==> config.mk <==
export PLATFORM = sky130hd
export DESIGN_NAME = cp0_tlb_regs
export DESIGN_NICKNAME = d
export VERILOG_FILES = /design/src/rtl/tlb_pkg.sv /design/src/rtl/cp0_random_counter.sv /design/src/rtl/cp0_tlb_regs.sv
export SDC_FILE = /design/constraint.sdc
export NUM_CORES = 1
export LEC_CHECK = 0
export BUFFER_PORTS_ARGS = -buffer_cell sky130_fd_sc_hd__buf_2
export CORE_AREA = 3 3 182 184
export CTS_CLUSTER_SIZE = 25
export DETAILED_ROUTE_END_ITERATION = 8
export DIE_AREA = 0 0 185 187
export PLACE_DENSITY_LB_ADDON = 0.2
export SYNTH_ARGS = -nofsm -noshare
export SYNTH_HDL_FRONTEND = slang
export SYNTH_SLANG_ARGS = --single-unit
==> constraint.sdc <==
create_clock -name clk -period 4.6 [get_ports clk]
set_clock_uncertainty 0.2 [all_clocks]
set_input_delay 0.92 -clock clk [delete_from_list [all_inputs] [get_ports clk]]
set_output_delay 0.92 -clock clk [all_outputs]
set_load 0.02 [all_outputs]
==> src/rtl/tlb_pkg.sv <==
// tlb_pkg: shared definitions for the CP0 TLB register block.
//   - TLB geometry (TLB_LINE entries, TLB_WIDTH index bits)
//   - TLB operation encodings driven on tlb_typeM
//   - CP0 register numbers and per-register writable-bit masks
//   - operation sequencer state enum
package tlb_pkg;

  localparam int TLB_LINE  = 32;
  localparam int TLB_WIDTH = 5;

  // TLB operation strobe encodings
  localparam logic [2:0] OP_NONE  = 3'd0;
  localparam logic [2:0] OP_TLBP  = 3'd1;
  localparam logic [2:0] OP_TLBR  = 3'd2;
  localparam logic [2:0] OP_TLBWI = 3'd3;
  localparam logic [2:0] OP_TLBWR = 3'd4;

  // CP0 register numbers (all live at select 0)
  localparam logic [4:0] REG_INDEX    = 5'd0;
  localparam logic [4:0] REG_RANDOM   = 5'd1;
  localparam logic [4:0] REG_ENTRYLO0 = 5'd2;
  localparam logic [4:0] REG_ENTRYLO1 = 5'd3;
  localparam logic [4:0] REG_PAGEMASK = 5'd5;
  localparam logic [4:0] REG_WIRED    = 5'd6;
  localparam logic [4:0] REG_ENTRYHI  = 5'd10;

  // Bits that may hold a non-zero value; everything else reads 0.
  localparam logic [31:0] INDEX_MASK       = 32'h8000_001F; // P bit + index
  localparam logic [31:0] INDEX_MTC0_MASK  = 32'h0000_001F; // P is hardware-only
  localparam logic [31:0] ENTRYLO_MASK     = 32'h3FFF_FFFF;
  localparam logic [31:0] PAGEMASK_MASK    = 32'h1FFF_E000;
  localparam logic [31:0] ENTRYHI_MASK     = 32'hFFFF_E0FF; // VPN2 + ASID
  localparam logic [31:0] ENTRYHI_VPN_MASK = 32'hFFFF_E000;
  localparam logic [31:0] ENTRYHI_ASID     = 32'h0000_00FF;

  typedef enum logic [1:0] {
    ST_IDLE  = 2'd0,
    ST_ISSUE = 2'd1,
    ST_DONE  = 2'd2
  } tlb_state_e;

endpackage

==> src/rtl/cp0_random_counter.sv <==
// cp0_random_counter: the Wired register and the free-running Random counter.
// Ports:
//   clk, rst            clock, asynchronous active-high reset
//   wired_we/wdata      write to Wired; also restarts Random at TLB_LINE-1
//   freeze              hold Random (asserted while a TLB op is being issued)
//   wired_o, random_o   current register values
// Random counts down every cycle and reloads TLB_LINE-1 after reaching Wired.
// When wired_we is tied low the Wired flops stay 0, so Random wraps at 0.
module cp0_random_counter
  import tlb_pkg::*;
#(
  parameter int TLB_LINE  = tlb_pkg::TLB_LINE,
  parameter int TLB_WIDTH = tlb_pkg::TLB_WIDTH
) (
  input  logic                 clk,
  input  logic                 rst,
  input  logic                 wired_we,
  input  logic [TLB_WIDTH-1:0] wired_wdata,
  input  logic                 freeze,
  output logic [TLB_WIDTH-1:0] wired_o,
  output logic [TLB_WIDTH-1:0] random_o
);

  localparam logic [TLB_WIDTH-1:0] RANDOM_TOP = TLB_WIDTH'(TLB_LINE - 1);

  logic [TLB_WIDTH-1:0] wired_q, wired_d;
  logic [TLB_WIDTH-1:0] random_q, random_d;

  always_comb begin
    wired_d  = wired_q;
    random_d = random_q;
    if (wired_we) begin
      wired_d  = wired_wdata;
      random_d = RANDOM_TOP;
    end else if (!freeze) begin
      // "<=" rather than "==" also pins Random at the top when
      // Wired >= TLB_LINE-1, since Random never exceeds the top.
      if (random_q <= wired_q) begin
        random_d = RANDOM_TOP;
      end else begin
        random_d = random_q - 1'b1;
      end
    end
  end

  always_ff @(posedge clk or posedge rst) begin
    if (rst) begin
      wired_q  <= '0;
      random_q <= RANDOM_TOP;
    end else begin
      wired_q  <= wired_d;
      random_q <= random_d;
    end
  end

  assign wired_o  = wired_q;
  assign random_o = random_q;

endmodule

==> src/rtl/cp0_tlb_regs.sv <==
// cp0_tlb_regs: CP0 TLB register block and TLB operation sequencer.
// Optional feature macro: CP0_TLB_WIRED_EN (Wired register writable; Random
// wraps at Wired). Without it Wired reads 0 and Random wraps at 0.
// Ports:
//   clk, rst                       clock, asynchronous active-high reset
//   mtc0_en/addr/sel/data          CP0 register write
//   mfc0_addr/sel -> mfc0_data     combinational CP0 register read
//   op_valid/op -> op_ready        TLB instruction request handshake
//   op_done                        one-cycle completion pulse
//   exc_tlb/exc_vaddr              TLB exception commit, loads EntryHi VPN2
//   tlb_typeM                      one-cycle op strobe to the TLB
//   *_o                            register values driven to the TLB
//   *_i                            TLBP/TLBR results from the TLB
module cp0_tlb_regs
  import tlb_pkg::*;
#(
  parameter int TLB_LINE  = tlb_pkg::TLB_LINE,
  parameter int TLB_WIDTH = tlb_pkg::TLB_WIDTH
) (
  input  logic        clk,
  input  logic        rst,
  input  logic        mtc0_en,
  input  logic [4:0]  mtc0_addr,
  input  logic [2:0]  mtc0_sel,
  input  logic [31:0] mtc0_data,
  input  logic [4:0]  mfc0_addr,
  input  logic [2:0]  mfc0_sel,
  output logic [31:0] mfc0_data,
  input  logic        op_valid,
  input  logic [2:0]  op,
  output logic        op_ready,
  output logic        op_done,
  input  logic        exc_tlb,
  input  logic [31:0] exc_vaddr,
  output logic [2:0]  tlb_typeM,
  output logic [31:0] EntryHi_o,
  output logic [31:0] PageMask_o,
  output logic [31:0] EntryLo0_o,
  output logic [31:0] EntryLo1_o,
  output logic [31:0] Index_o,
  output logic [31:0] Random_o,
  input  logic [31:0] EntryHi_i,
  input  logic [31:0] PageMask_i,
  input  logic [31:0] EntryLo0_i,
  input  logic [31:0] EntryLo1_i,
  input  logic [31:0] Index_i
);

  tlb_state_e state_q, state_d;
  logic [2:0]  op_q, op_d;
  logic [31:0] index_q, index_d;
  logic [31:0] entrylo0_q, entrylo0_d;
  logic [31:0] entrylo1_q, entrylo1_d;
  logic [31:0] pagemask_q, pagemask_d;
  logic [31:0] entryhi_q, entryhi_d;

  logic                 wr_sel0;
  logic                 wired_we;
  logic [TLB_WIDTH-1:0] wired_val;
  logic [TLB_WIDTH-1:0] random_val;
  logic [31:0]          wired_word;

  assign wr_sel0 = mtc0_en && (mtc0_sel == 3'd0);

`ifdef CP0_TLB_WIRED_EN
  assign wired_we = wr_sel0 && (mtc0_addr == REG_WIRED);
`else
  // Wired is never written, so it stays 0 and Random wraps at 0.
  assign wired_we = 1'b0;
`endif

  cp0_random_counter #(
    .TLB_LINE  (TLB_LINE),
    .TLB_WIDTH (TLB_WIDTH)
  ) u_random (
    .clk         (clk),
    .rst         (rst),
    .wired_we    (wired_we),
    .wired_wdata (mtc0_data[TLB_WIDTH-1:0]),
    .freeze      (state_q == ST_ISSUE),
    .wired_o     (wired_val),
    .random_o    (random_val)
  );

  assign wired_word = {{(32-TLB_WIDTH){1'b0}}, wired_val};

  // Sequencer: IDLE accepts, ISSUE strobes the TLB, DONE reports completion.
  always_comb begin
    state_d = state_q;
    op_d    = op_q;
    case (state_q)
      ST_IDLE: begin
        if (op_valid) begin
          op_d    = op;
          state_d = ST_ISSUE;
        end
      end
      ST_ISSUE: state_d = ST_DONE;
      ST_DONE:  state_d = ST_IDLE;
      default:  state_d = ST_IDLE;
    endcase
  end

  // Register updates. Assignments are ordered lowest priority first
  // (mtc0, then TLB capture, then exception) so the later one wins, and
  // only for the register actually in conflict.
  always_comb begin
    index_d    = index_q;
    entrylo0_d = entrylo0_q;
    entrylo1_d = entrylo1_q;
    pagemask_d = pagemask_q;
    entryhi_d  = entryhi_q;

    if (wr_sel0) begin
      case (mtc0_addr)
        REG_INDEX:    index_d    = (index_q & ~INDEX_MTC0_MASK) | (mtc0_data & INDEX_MTC0_MASK);
        REG_ENTRYLO0: entrylo0_d = mtc0_data & ENTRYLO_MASK;
        REG_ENTRYLO1: entrylo1_d = mtc0_data & ENTRYLO_MASK;
        REG_PAGEMASK: pagemask_d = mtc0_data & PAGEMASK_MASK;
        REG_ENTRYHI:  entryhi_d  = mtc0_data & ENTRYHI_MASK;
        default: ;
      endcase
    end

    if (state_q == ST_ISSUE) begin
      if (op_q == OP_TLBP) begin
        index_d = Index_i & INDEX_MASK;
      end else if (op_q == OP_TLBR) begin
        entryhi_d  = EntryHi_i  & ENTRYHI_MASK;
        pagemask_d = PageMask_i & PAGEMASK_MASK;
        entrylo0_d = EntryLo0_i & ENTRYLO_MASK;
        entrylo1_d = EntryLo1_i & ENTRYLO_MASK;
      end
    end

    // Exception keeps the pre-edge ASID, discarding any same-edge write.
    if (exc_tlb) begin
      entryhi_d = (exc_vaddr & ENTRYHI_VPN_MASK) | (entryhi_q & ENTRYHI_ASID);
    end
  end

  always_ff @(posedge clk or posedge rst) begin
    if (rst) begin
      state_q    <= ST_IDLE;
      op_q       <= OP_NONE;
      index_q    <= '0;
      entrylo0_q <= '0;
      entrylo1_q <= '0;
      pagemask_q <= '0;
      entryhi_q  <= '0;
    end else begin
      state_q    <= state_d;
      op_q       <= op_d;
      index_q    <= index_d;
      entrylo0_q <= entrylo0_d;
      entrylo1_q <= entrylo1_d;
      pagemask_q <= pagemask_d;
      entryhi_q  <= entryhi_d;
    end
  end

  assign op_ready  = (state_q == ST_IDLE);
  assign op_done   = (state_q == ST_DONE);
  assign tlb_typeM = (state_q == ST_ISSUE) ? op_q : OP_NONE;

  assign Index_o    = index_q;
  assign Random_o   = {{(32-TLB_WIDTH){1'b0}}, random_val};
  assign EntryLo0_o = entrylo0_q;
  assign EntryLo1_o = entrylo1_q;
  assign PageMask_o = pagemask_q;
  assign EntryHi_o  = entryhi_q;

  always_comb begin
    mfc0_data = 32'h0;
    if (mfc0_sel == 3'd0) begin
      case (mfc0_addr)
        REG_INDEX:    mfc0_data = index_q;
        REG_RANDOM:   mfc0_data = Random_o;
        REG_ENTRYLO0: mfc0_data = entrylo0_q;
        REG_ENTRYLO1: mfc0_data = entrylo1_q;
        REG_PAGEMASK: mfc0_data = pagemask_q;
        REG_WIRED:    mfc0_data = wired_word;
        REG_ENTRYHI:  mfc0_data = entryhi_q;
        default:      mfc0_data = 32'h0;
      endcase
    end
  end

endmodule

==> results.md <==
- Status: finished, final reports clean
- Min-Delay Path Class: reg -> reg
- Worst slew margin: 35.32%
- Die area: 34600 sq um
- Grt total ovfl: 0
- CP Class: in -> out
- Cell Count, Final, Fillers Out: 1634
- Power per cell area: 531.0 nW/um^2
- RR Startpoint: state_q[1]$_DFFE_PP0P_
- Top cells by area, synth: dfrtp_1 44%, nand2_1 6.8%, a21oi_1 6.3%
- Fin. Hold Viols: 0
- HPWL after detailed placement: 23860 microns
- Post-CTS setup buffers: 0
- CTS H-Tree Depth: 4
- Placed Instances: 1600
- LEAKAGE: 5.207 nW
- Endpoints failing setup: 0
- Floorplan core area: 31560 sq um
- Period minus WS final: 4.026 ns
- CTS resizes: 0
- Final Max Slew Viols: 0
- Final core occ: 33.05%
- Pre-CTS setup slack: 0.5178 ns
- CTS tree: yes
- Most common cell in the synthesized netlist: nand2_1
- RSZ-0062 raised after global routing: no
- Achievable frequency: 248.4 MHz
- # fillers: 3415
- Routed length per placed instance: 20.93 microns
- Area share of the largest cell type after synthesis: 44.37%
- Multi-input gate area: 3767 sq um
- Final setup margin: 0.5742 ns
- Fin Hold WS: 0.3234 ns
- Row count: 65
- Top_reg_cell synth: dfrtp_1
- Reg-to-reg setup timing slack: 1.74 ns
- Hold path depth: 1
- CTS Hold Buffers Added: 0
- Die height: 187 microns
- Clock Latency Late Sink: 0.41 ns
- Final nets: 1466
- Antenna viol nets, final: 0
- Critical path arrival: 2.91 ns
- Average cell area after synthesis: 8.779 sq um
- Maximum clock insertion buffer count: 2
- Layout cell share with drive strength beyond 1: 35.28%
- Drt total wl: 34200 microns
- HP Start: EntryHi_o[8]$_DFF_PP0_
- DRC viols: 0
- Worst hold endpoint: EntryHi_o[8]$_DFF_PP0_
- Number of library cell types mapped by synthesis: 41
- Final period utilization: 87.52%
- Worst-Margin Slew: 0.9702 ns
- Register area share after synthesis: 46.04%
- Worst VDD drop: 224.6 uV
- Worst Setup End Kind: output port
- Port bufs: 359
- Warnings, synthesis: 0
- Top-level I/O count: 477
- Detailed Routing Iterations Pass 1: 5
- Setup TNS: 0 ns
- Initial antenna violation count: 3
- Syn Std Cell Area: 7840 sq um
- CTS Sinks: 144
- Register-to-Register Path Depth: 7
- Worst setup SP type: input port
- Post-synth EDFFs: 0
- CP Max Fanout: 15
- Final GP Congestion: 0.8158
- Worst-path clk slew: 0.08 ns
- Area growth from synthesis to layout: 33.00%
- Async SR Flop Fraction: 100.0%
- Total CTS buffers: 17
- Synth area leader: dfrtp_1
- Post-Syn Instances: 893
- Max cap viols: 0
- Via/cell ratio: 4.898
- Vias in the first global route: 7966
- CTS root buf: clkbuf_16
- Die Width: 185 microns
- GRT Total Usage: 19.07%
- #FFs+latches synth: 144
- Starting Density: 24.85%
- Register Area: 3610 sq um
- Top cells by count, synth: 143 x nand2_1, 139 x dfrtp_1, 99 x a21oi_1, 91 x nor2_1, 64 x a31oi_1
- R2R Path End: EntryHi_o[2]$_DFFE_PP0N_
- First-pass GRT wire length: 50400 microns
- DR iter-0 viols: 434
- Largest net degree at the start of global routing: 154
- Required time worst endpoint: 3.48 ns
- Vias: 8003
[logic make-up after synthesis]
group | Yosys count | share of synthesized area, %
simple gates | 325 | 18.72
compound gates | 259 | 21.13
other cells | 1 | 0.04783
mux | 34 | 4.772
fa+ha+maj | 1 | 0.1596
flops | 144 | 46.04
xor+xnor | 2 | 0.2235
buf+inv | 127 | 8.905
[how the worst max path moves through the flow]
stage                             from            end  cells past startpoint
after detailed placement  mfc0_addr[0]  mfc0_data[15]                      6
after global placement    mfc0_addr[3]  mfc0_data[14]                      7
final                     mfc0_addr[0]  mfc0_data[15]                      6
after global routing      mfc0_addr[3]  mfc0_data[14]                      7
after floorplan           mfc0_addr[2]  mfc0_data[21]                      6
after CTS                 mfc0_addr[0]  mfc0_data[15]                      6
[worst max-delay path, stage by stage]
cell and delay, ns:
buf_2 0.25, and4b_2 0.29, o31ai_4 0.75, buf_4 0.42, a21oi_1 0.09, buf_2 0.18
[where the power goes]
part	switching [mW]	total, mW	internal [mW]
registers	0.428	2.17	1.74
logic	1.26	1.96	0.706
clock network	0.638	1.40	0.765
total	2.32	5.54	3.21
[cell type report]
cell class / instances / area share (%)
diodes: 2 / 0.04800
clock buffers: 17 / 4.080
clock inverters: 15 / 1.428
inverters: 4 / 0.1800
multi-input cells: 674 / 36.13
flip-flops and latches: 144 / 34.62
well taps: 402 / 4.824
repair buffers: 376 / 18.69
[registers in the layout (all words and copies together) (netlist names)]
register and count:
EntryHi_o 32, EntryLo1_o 32, u_random.random_o 5, PageMask_o 32, EntryLo0_o 32, op_q 3, state_q 2, Index_o 6
[stage by stage]
step	cell area, sq um	power [mW]
global route	10430	5.875
floorplan	8039	3.322
finish	10430	5.537
detailed placement	9848	4.170
CTS	10420	5.605
global placement	9848	4.141
[cells in the final DEF, fill, tap and decap left out, types with 2 or more instances in the layout]
cell        instances
a21oi_1            99
a222oi_1            3
a22o_1              3
a22oi_1            55
a31oi_1            64
a32oi_1             3
and2_1              9
and3_1             20
and3_2              3
and4b_2             2
buf_12              2
buf_2             359
buf_4              15
clkbuf_16          17
clkinv_2            2
clkinvlp_4          4
conb_1             53
dfrtp_1           139
dfstp_2             5
diode_2             2
inv_1               3
inv_6               5
inv_8               3
mux2_2              7
mux2i_1            25
mux4_2              2
nand2_1           143
nand2b_1           21
nand3_1             3
nand4_1             2
nor2_1             91
nor2b_1             5
nor3_1              6
o21ai_0             4
o221a_1             8
o31ai_1            19
or3_1              11
[layer usage]
layer	vias up	share of wire [%]	GRT usage (%)	wire length, microns
met5	-	0.020	0	7
met1	3931	44	25.48	15200
li1	3727	-	-	-
met3	32	6.0	3.656	2060
met2	311	48	31.58	16340
met4	2	1.7	5.108	594
Note: power is estimated with default switching activity, not from simulation.
